**src/rtl/jk_excitation_counter_pkg.sv**
```systemverilog
// Shared definitions for the JK-excitation counter: FSM state encoding and
// count-direction constants.
package jk_excitation_counter_pkg;

  typedef enum logic [1:0] {
    IDLE = 2'd0,
    RUN  = 2'd1,
    DONE = 2'd2
  } state_t;

  localparam logic DIR_UP   = 1'b1;
  localparam logic DIR_DOWN = 1'b0;

endpackage

```
**src/rtl/jk_excitation_counter_jk_excite_bit.sv**
```systemverilog
// One counter bit: inverse JK excitation from (q, desired n) to (j, k), and a
// JK flip-flop that updates literally by its characteristic equation.
module jk_excite_bit (
  input  logic clock,
  input  logic reset,
  input  logic i_n,
  output logic o_q,
  output logic o_j,
  output logic o_k
);

  logic r_q;

  // Only set on 0->1 and reset on 1->0, so J and K are never both high.
  assign o_j = i_n & ~r_q;
  assign o_k = ~i_n & r_q;
  assign o_q = r_q;

  always_ff @(posedge clock or posedge reset) begin
    if (reset) begin
      r_q <= 1'b0;
    end else begin
      r_q <= (o_j & ~r_q) | (~o_k & r_q);
    end
  end

endmodule

```
**src/rtl/jk_excitation_counter.sv**
```systemverilog
// Programmable modulo up/down counter built from JK bits; picks the next count
// each cycle and exports the J/K drive that produces it.
module jk_excitation_counter
  import jk_excitation_counter_pkg::*;
#(
  parameter int WIDTH       = 4,
  parameter int RESET_LIMIT = 9
) (
  input  logic             clock,
  input  logic             reset,
  input  logic             start,
  input  logic             stop,
  input  logic             dir,
  input  logic [WIDTH-1:0] limit,
  input  logic             load_en,
  input  logic [WIDTH-1:0] load_value,
  output logic [WIDTH-1:0] count,
  output logic [WIDTH-1:0] j_out,
  output logic [WIDTH-1:0] k_out,
  output logic             busy,
  output logic             done,
  output logic             wrap
);

  localparam logic [WIDTH-1:0] LIMIT_INIT = WIDTH'(RESET_LIMIT);
  localparam logic [WIDTH-1:0] ONE        = WIDTH'(1);

  state_t           r_state;
  logic             r_dir;
  logic [WIDTH-1:0] r_limit;
  logic             r_wrap;

  logic [WIDTH-1:0] w_q;
  logic [WIDTH-1:0] w_next;
  logic             w_wrap_edge;

  always_comb begin
    w_next      = w_q;
    w_wrap_edge = 1'b0;
    case (r_state)
      IDLE: begin
        if (load_en) begin
          w_next = load_value;
        end
      end
      RUN: begin
        if (!stop) begin
          if (r_dir == DIR_UP) begin
            if (w_q >= r_limit) begin
              w_next      = '0;
              w_wrap_edge = 1'b1;
            end else begin
              w_next = w_q + ONE;
            end
          end else if (w_q == '0) begin
            w_next      = r_limit;
            w_wrap_edge = 1'b1;
          end else if (w_q > r_limit) begin
            // Out-of-range start value snaps back to the terminal count.
            w_next = r_limit;
          end else begin
            w_next = w_q - ONE;
          end
        end
      end
      default: ;
    endcase
  end

  always_ff @(posedge clock or posedge reset) begin
    if (reset) begin
      r_state <= IDLE;
      r_dir   <= DIR_UP;
      r_limit <= LIMIT_INIT;
      r_wrap  <= 1'b0;
    end else begin
      r_wrap <= w_wrap_edge;
      case (r_state)
        IDLE: begin
          if (!load_en && start) begin
            r_state <= RUN;
            r_dir   <= dir;
            r_limit <= limit;
          end
        end
        RUN: begin
          if (stop) begin
            r_state <= IDLE;
          end else if (w_wrap_edge) begin
            r_state <= DONE;
          end
        end
        default: r_state <= IDLE;
      endcase
    end
  end

  for (genvar gi = 0; gi < WIDTH; gi++) begin : g_bit
    jk_excite_bit u_bit (
      .clock (clock),
      .reset (reset),
      .i_n   (w_next[gi]),
      .o_q   (w_q[gi]),
      .o_j   (j_out[gi]),
      .o_k   (k_out[gi])
    );
  end

  assign count = w_q;
  assign busy  = (r_state == RUN);
  assign done  = (r_state == DONE);
  assign wrap  = r_wrap;

endmodule

```
**config.mk**
```make
export PLATFORM = sky130hd
export DESIGN_NAME = jk_excitation_counter
export DESIGN_NICKNAME = d
export VERILOG_FILES = /design/src/rtl/jk_excitation_counter_pkg.sv /design/src/rtl/jk_excitation_counter_jk_excite_bit.sv /design/src/rtl/jk_excitation_counter.sv
export SDC_FILE = /design/constraint.sdc
export NUM_CORES = 1
export LEC_CHECK = 0
export CORE_MARGIN = 2
export CORE_UTILIZATION = 30
export DETAILED_ROUTE_END_ITERATION = 10
export GPL_TIMING_DRIVEN = 0
export PLACE_DENSITY = 0.51
export SYNTH_ARGS = -nofsm -noshare
export SYNTH_HDL_FRONTEND = slang
export SYNTH_SLANG_ARGS = --single-unit
```
**constraint.sdc**
```tcl
create_clock -name clock -period 6.2 [get_ports clock]
set_input_delay 0.93 -clock clock [delete_from_list [all_inputs] [get_ports clock]]
set_output_delay 0.93 -clock clock [all_outputs]
set_load 0.05 [all_outputs]
```
Word-level counts from Yosys, hierarchy flattened. Cells that the tools add are included.

Flip-flop bits (word level): 12. Bits of input ports: 14. Output and inout bits: 15.

$add $sub $neg: 2. Magnitude comparators: 2. Equal/unequal tests: 4. Mux-type cells: 16. Bitwise gates (word level): 32. Reductions and logical operators: 6.

Operator list (number): two-way mux 4 bit (6); bitwise AND 1 bit (16); inverter 1 bit (12); one-hot mux 4 bit (2 select lines) (1); two-way mux 2 bit (3); two-way mux 1 bit (5); adder 4 x 1 -> 4 bit, second input constant (1); >= comparator 4 bit (1); > comparator 4 bit (1); logical NOT 4 bit (1); bitwise OR 1 bit (4); one-hot mux 2 bit (2 select lines) (1); AND reduction 2 bit (2); subtractor 4 x 1 -> 4 bit, second input constant (1); inequality test 3 x 2 -> 1 bit, second input constant (1); equality test 2 x 1 -> 1 bit, second input constant (1); equality test 2 bit, second input constant (1); logical NOT 2 bit (1); inequality test 2 bit, second input constant (1); logical AND 1 bit (1); logical NOT 1 bit (1).

Longest topological paths before layout.
Depth in word-level cells: 11. Mapped depth: 8. Mapped depth without buffers: 7.

Hierarchy. A second synthesis with hierarchy kept.

Cells, all modules: 121. Area, all modules: 1052.3 µm².

By module, submodules not included: jk_excitation_counter (times used 1, cells each 101, area an instance 862.1 µm², seq. area each 203.9 µm²); jk_excite_bit (times used 4, cells each 5, area an instance 47.5 µm², seq. area each 25.0 µm²).

Worst setup path before layout. OpenSTA, ideal clock, no wires.

Kind: flip-flop to output port. Start: register r_limit[3]. End: output k_out[2]. Arrival: 2.091 ns. Setup slack: 3.179 ns. Cell stages (with the launch flop): 9. Path buffers: 1. Cells stage by stage: dfstp_2 -> inv_1 -> ha_1 -> a21o_1 -> nor2_1 -> a211oi_4 -> a2111oi_0 -> a21o_1 -> buf_4.

Cells in the longest elaborated chain, start to end: 8. Elaborated cells between the ends (all ways): 10. Classes of those cells: order compare: 2; mux: 6; bitwise: 2.

RTL lines: from (decl) (line jk_excitation_counter.sv:30) `logic [WIDTH-1:0] r_limit;`; from (signal assigned) (line jk_excitation_counter.sv:83) `r_limit <= limit;`; > comparator 4 bit (line jk_excitation_counter.sv:58) `end else if (w_q > r_limit) begin`; two-way mux 4 bit (line jk_excitation_counter.sv:58); two-way mux 4 bit (line jk_excitation_counter.sv:55) `end else if (w_q == '0) begin`; two-way mux 4 bit (*) (line jk_excitation_counter.sv:48) `if (r_dir == DIR_UP) begin`; two-way mux 4 bit (*) (line jk_excitation_counter.sv:47) `if (!stop) begin`; one-hot mux 4 bit (2 select lines) (*) (line jk_excitation_counter.sv:40) `case (r_state)`; inverter 1 bit (*) (line jk_excitation_counter_jk_excite_bit.sv:16) `assign o_k = ~i_n & r_q;`; bitwise AND 1 bit (*) (line jk_excitation_counter_jk_excite_bit.sv:16); to (decl) (line jk_excitation_counter.sv:19) `output logic [WIDTH-1:0] k_out,`.

Mark *: on every way between the ends. The rest lies on a longest branch, timed or not.

Final worst setup path.
Start: register g_bit[1].u_bit.r_q. End: output j_out[1].

Cells in the longest elaborated chain, start to end: 7. Elaborated cells between the ends (all ways): 14. Classes of those cells: add/sub: 2; order compare: 2; mux: 7; bitwise: 2; reduce/logical: 1.

RTL lines: from (decl) (line jk_excitation_counter_jk_excite_bit.sv:12) `logic r_q;`; from (signal assigned) (line jk_excitation_counter_jk_excite_bit.sv:23) `r_q <= (o_j & ~r_q) | (~o_k & r_q);`; subtractor 4 x 1 -> 4 bit or > comparator 4 bit (tied branches) (line jk_excitation_counter.sv:62, jk_excitation_counter.sv:58); two-way mux 4 bit (line jk_excitation_counter.sv:58); two-way mux 4 bit (line jk_excitation_counter.sv:55); two-way mux 4 bit (line jk_excitation_counter.sv:48); two-way mux 4 bit (line jk_excitation_counter.sv:47); one-hot mux 4 bit (2 select lines) (line jk_excitation_counter.sv:40); bitwise AND 1 bit (*) (line jk_excitation_counter_jk_excite_bit.sv:15) `assign o_j = i_n & ~r_q;`; to (decl) (line jk_excitation_counter.sv:18) `output logic [WIDTH-1:0] j_out,`.

Marks and branches as above.

==> metrics <==
final critical-path required period 4.26 ns; worst setup margin 1.94 ns; Synth async-reset ratio 1.00; vias in the first global route 1127; All-Layer GR Usage 0.153; DRT Wirelength 3040 um; TNS Setup 0 ns; 1st-iter DRT viols 52; Ys Warns 0; outcome finished, final reports clean; Fill cells 395; CTS tree done; final setup fails 0; P_leak 0.683 nW; CP startpoint kind flop; #FFs+latches synth 12; final core utilization 0.420; core area 3720 sq um; H-tree Lvls 1; vias 1116; Reg clk slew, reported paths 0.07 ns; first-pass GRT wire length 5190 um; dpl cells 215; Finished Layout Cells 219; Synth Instances 140; crit-path max FO 10; largest net degree at the start of global routing 13; post-detail-place hpwl 2360 um; maximum clock path buffer count 2; Die Y-Extent 66.6 um; Hold WC Path Type reg2reg; die footprint 4440 sq um; cts bufs inserted 3; most common cell in the synthesized netlist nor2_1; synthesized area 1180 sq um; Max-Cap Viols 0; Slew Limit Fails 0; period utilisation layout 0.687; DP Worst Slack 2.08 ns; gr ovfl total 0; Ant. Diodes 0; Clock Sinks 12; worst skew pair latency 0.25 ns; Setup crit end kind primary output; GPL Wtd Cong 0.834; I/O Pins 29; # resized after CTS 0; Port-buffer cells 27; WL per Instance 13.9 um; Post-CTS Setup Inserts 0; Vias/cell 5.10; Area Overhead vs Synth 32.8%; WHS 0.530 ns; Post-Syn Nets 160; Mean Syn Cell Area 8.40 sq um; # rows 22; Max Clk Rate 235 MHz; prevailing post-synth register cell dfrtp_1; root buf cell clkbuf_8; Fin. Hold Viols 0; critical path class reg2out; Initial DRT Pass Iterations 4; share of the synthesized area in the top cell type 0.191; die width 66.6 um; layout cells sized above 1 0.211; Max VDD drop 213 uV; largest area contributor in the netlist dfrtp_1; drc violations 0; actual slew at the worst max-slew pin 0.791 ns; Critical Path RT 5.27 ns; Seq/Total Area, Yosys 0.259; synth top area cells dfrtp_1, buf_4, dfstp_2, ha_1, a21oi_1; Power Density 584 nW/um^2; EDFF count, synth 0; Synth cell types 44; critical path data arrival time 3.33 ns; Post-synth top cells nor2_1, buf_4, a21oi_1; initial antenna violation count 0; ANT nets after route 0; RSZ-0062 raised after global routing false; Hold Buf Count CTS 0; Final Net Count 192; initial cell density of the core 0.316; Fin Clk Skew 0.00789 ns; Worst slew margin 0.471
==> routing by layer <==
layer,routed length [um],share of wire,up-vias,GRT usage
li1,-,-,553,-
met1,1410,0.46,525,0.191
met2,1430,0.47,31,0.265
met3,137,0.045,7,0.0236
met4,62,0.020,0,0.0561
met5,0,0,-,0
==> worst paths after layout <==
check | slack, ns | endpoint | cells past startpoint | start
setup / recovery | 1.94 | j_out[1] | 8 | g_bit[1].u_bit.o_q
hold / removal | 0.53 | r_limit[3] | 2 | r_limit[3]
setup reg to reg | 4.04 | g_bit[3].u_bit.o_q | 7 | g_bit[0].u_bit.o_q
hold reg to reg | 0.53 | r_limit[3] | 2 | r_limit[3]
max in group asynchronous | 4.84 | r_limit[3] | 2 | reset
min in group asynchronous | 0.99 | g_bit[2].u_bit.o_q | 2 | reset
==> placed cells by master, fill, tap and decap left out, types with 2 or more instances in the layout <==
cell type / count
nand2b_1: 2
a31o_2: 2
ha_1: 6
a311oi_1: 2
nor2_1: 14
a21o_1: 3
nand3_1: 3
xnor2_1: 2
clkbuf_8: 4
nand2_1: 8
nor2b_1: 3
a221oi_1: 2
nor3_1: 3
buf_4: 13
a21oi_1: 12
mux2_2: 3
dfstp_2: 3
o21ai_0: 5
o22ai_1: 2
nor4_1: 3
buf_2: 2
xor2_1: 2
a31oi_1: 2
and2_1: 2
clkdlybuf4s50_1: 27
dfrtp_1: 9
inv_1: 9
clkbuf_1: 4
mux2i_1: 2
==> final cells by class <==
type                       instances  area, sq um  share of cell area
buffer                            20          134              0.0857
multi-input combinational         99          704               0.451
timing repair buffer              27          270               0.173
tap                               48         60.1              0.0385
inverter                           9         33.8              0.0216
clock buffer                       4         55.1              0.0353
sequential                        12          304               0.195
==> cell families (layout without fill, tap and decap cells) <==
logic type / Yosys count / count (layout) / share of synthesized area
XOR/XNOR: 4 / 4 / 0.0298
AND/OR/NAND/NOR: 44 / 44 / 0.207
AO/OA/AOI/OAI: 40 / 40 / 0.252
multiplexers: 5 / 5 / 0.0457
adder cells (fa/ha/maj): 6 / 6 / 0.0638
flip-flops: 12 / 12 / 0.259
buffers and inverters: 29 / 60 / 0.143
==> sequential cells by signal (all words and copies together), names as in the netlist <==
register,cells
r_dir,1
wrap,1
g_bit.u_bit.o_q,4
r_state,2
r_limit,4
==> metrics by stage <==
stage | instance area, sq um | power, mW
2_1_floorplan | 1180 | 0.659
4_1_cts | 1560 | 0.914
3_3_place_gp | 1510 | 0.809
5_1_grt | 1560 | 0.978
6_report | 1560 | 0.912
3_5_place_dp | 1510 | 0.819
==> worst max-delay path: stages, from the launching register on <==
cell and delay (ns):
dfrtp_1 0.54, ha_1 0.31, nor2b_1 0.14, o211ai_2 0.22, nor3b_2 0.41, a221oi_1 0.21
a311oi_1 0.30, buf_4 0.15, clkdlybuf4s50_1 0.78
==> power breakdown <==
group,switching [mW],internal (mW)
clock network,0.0356,0.0564
registers,0.0402,0.113
logic,0.392,0.274
Power figures use the tool's default switching activity.
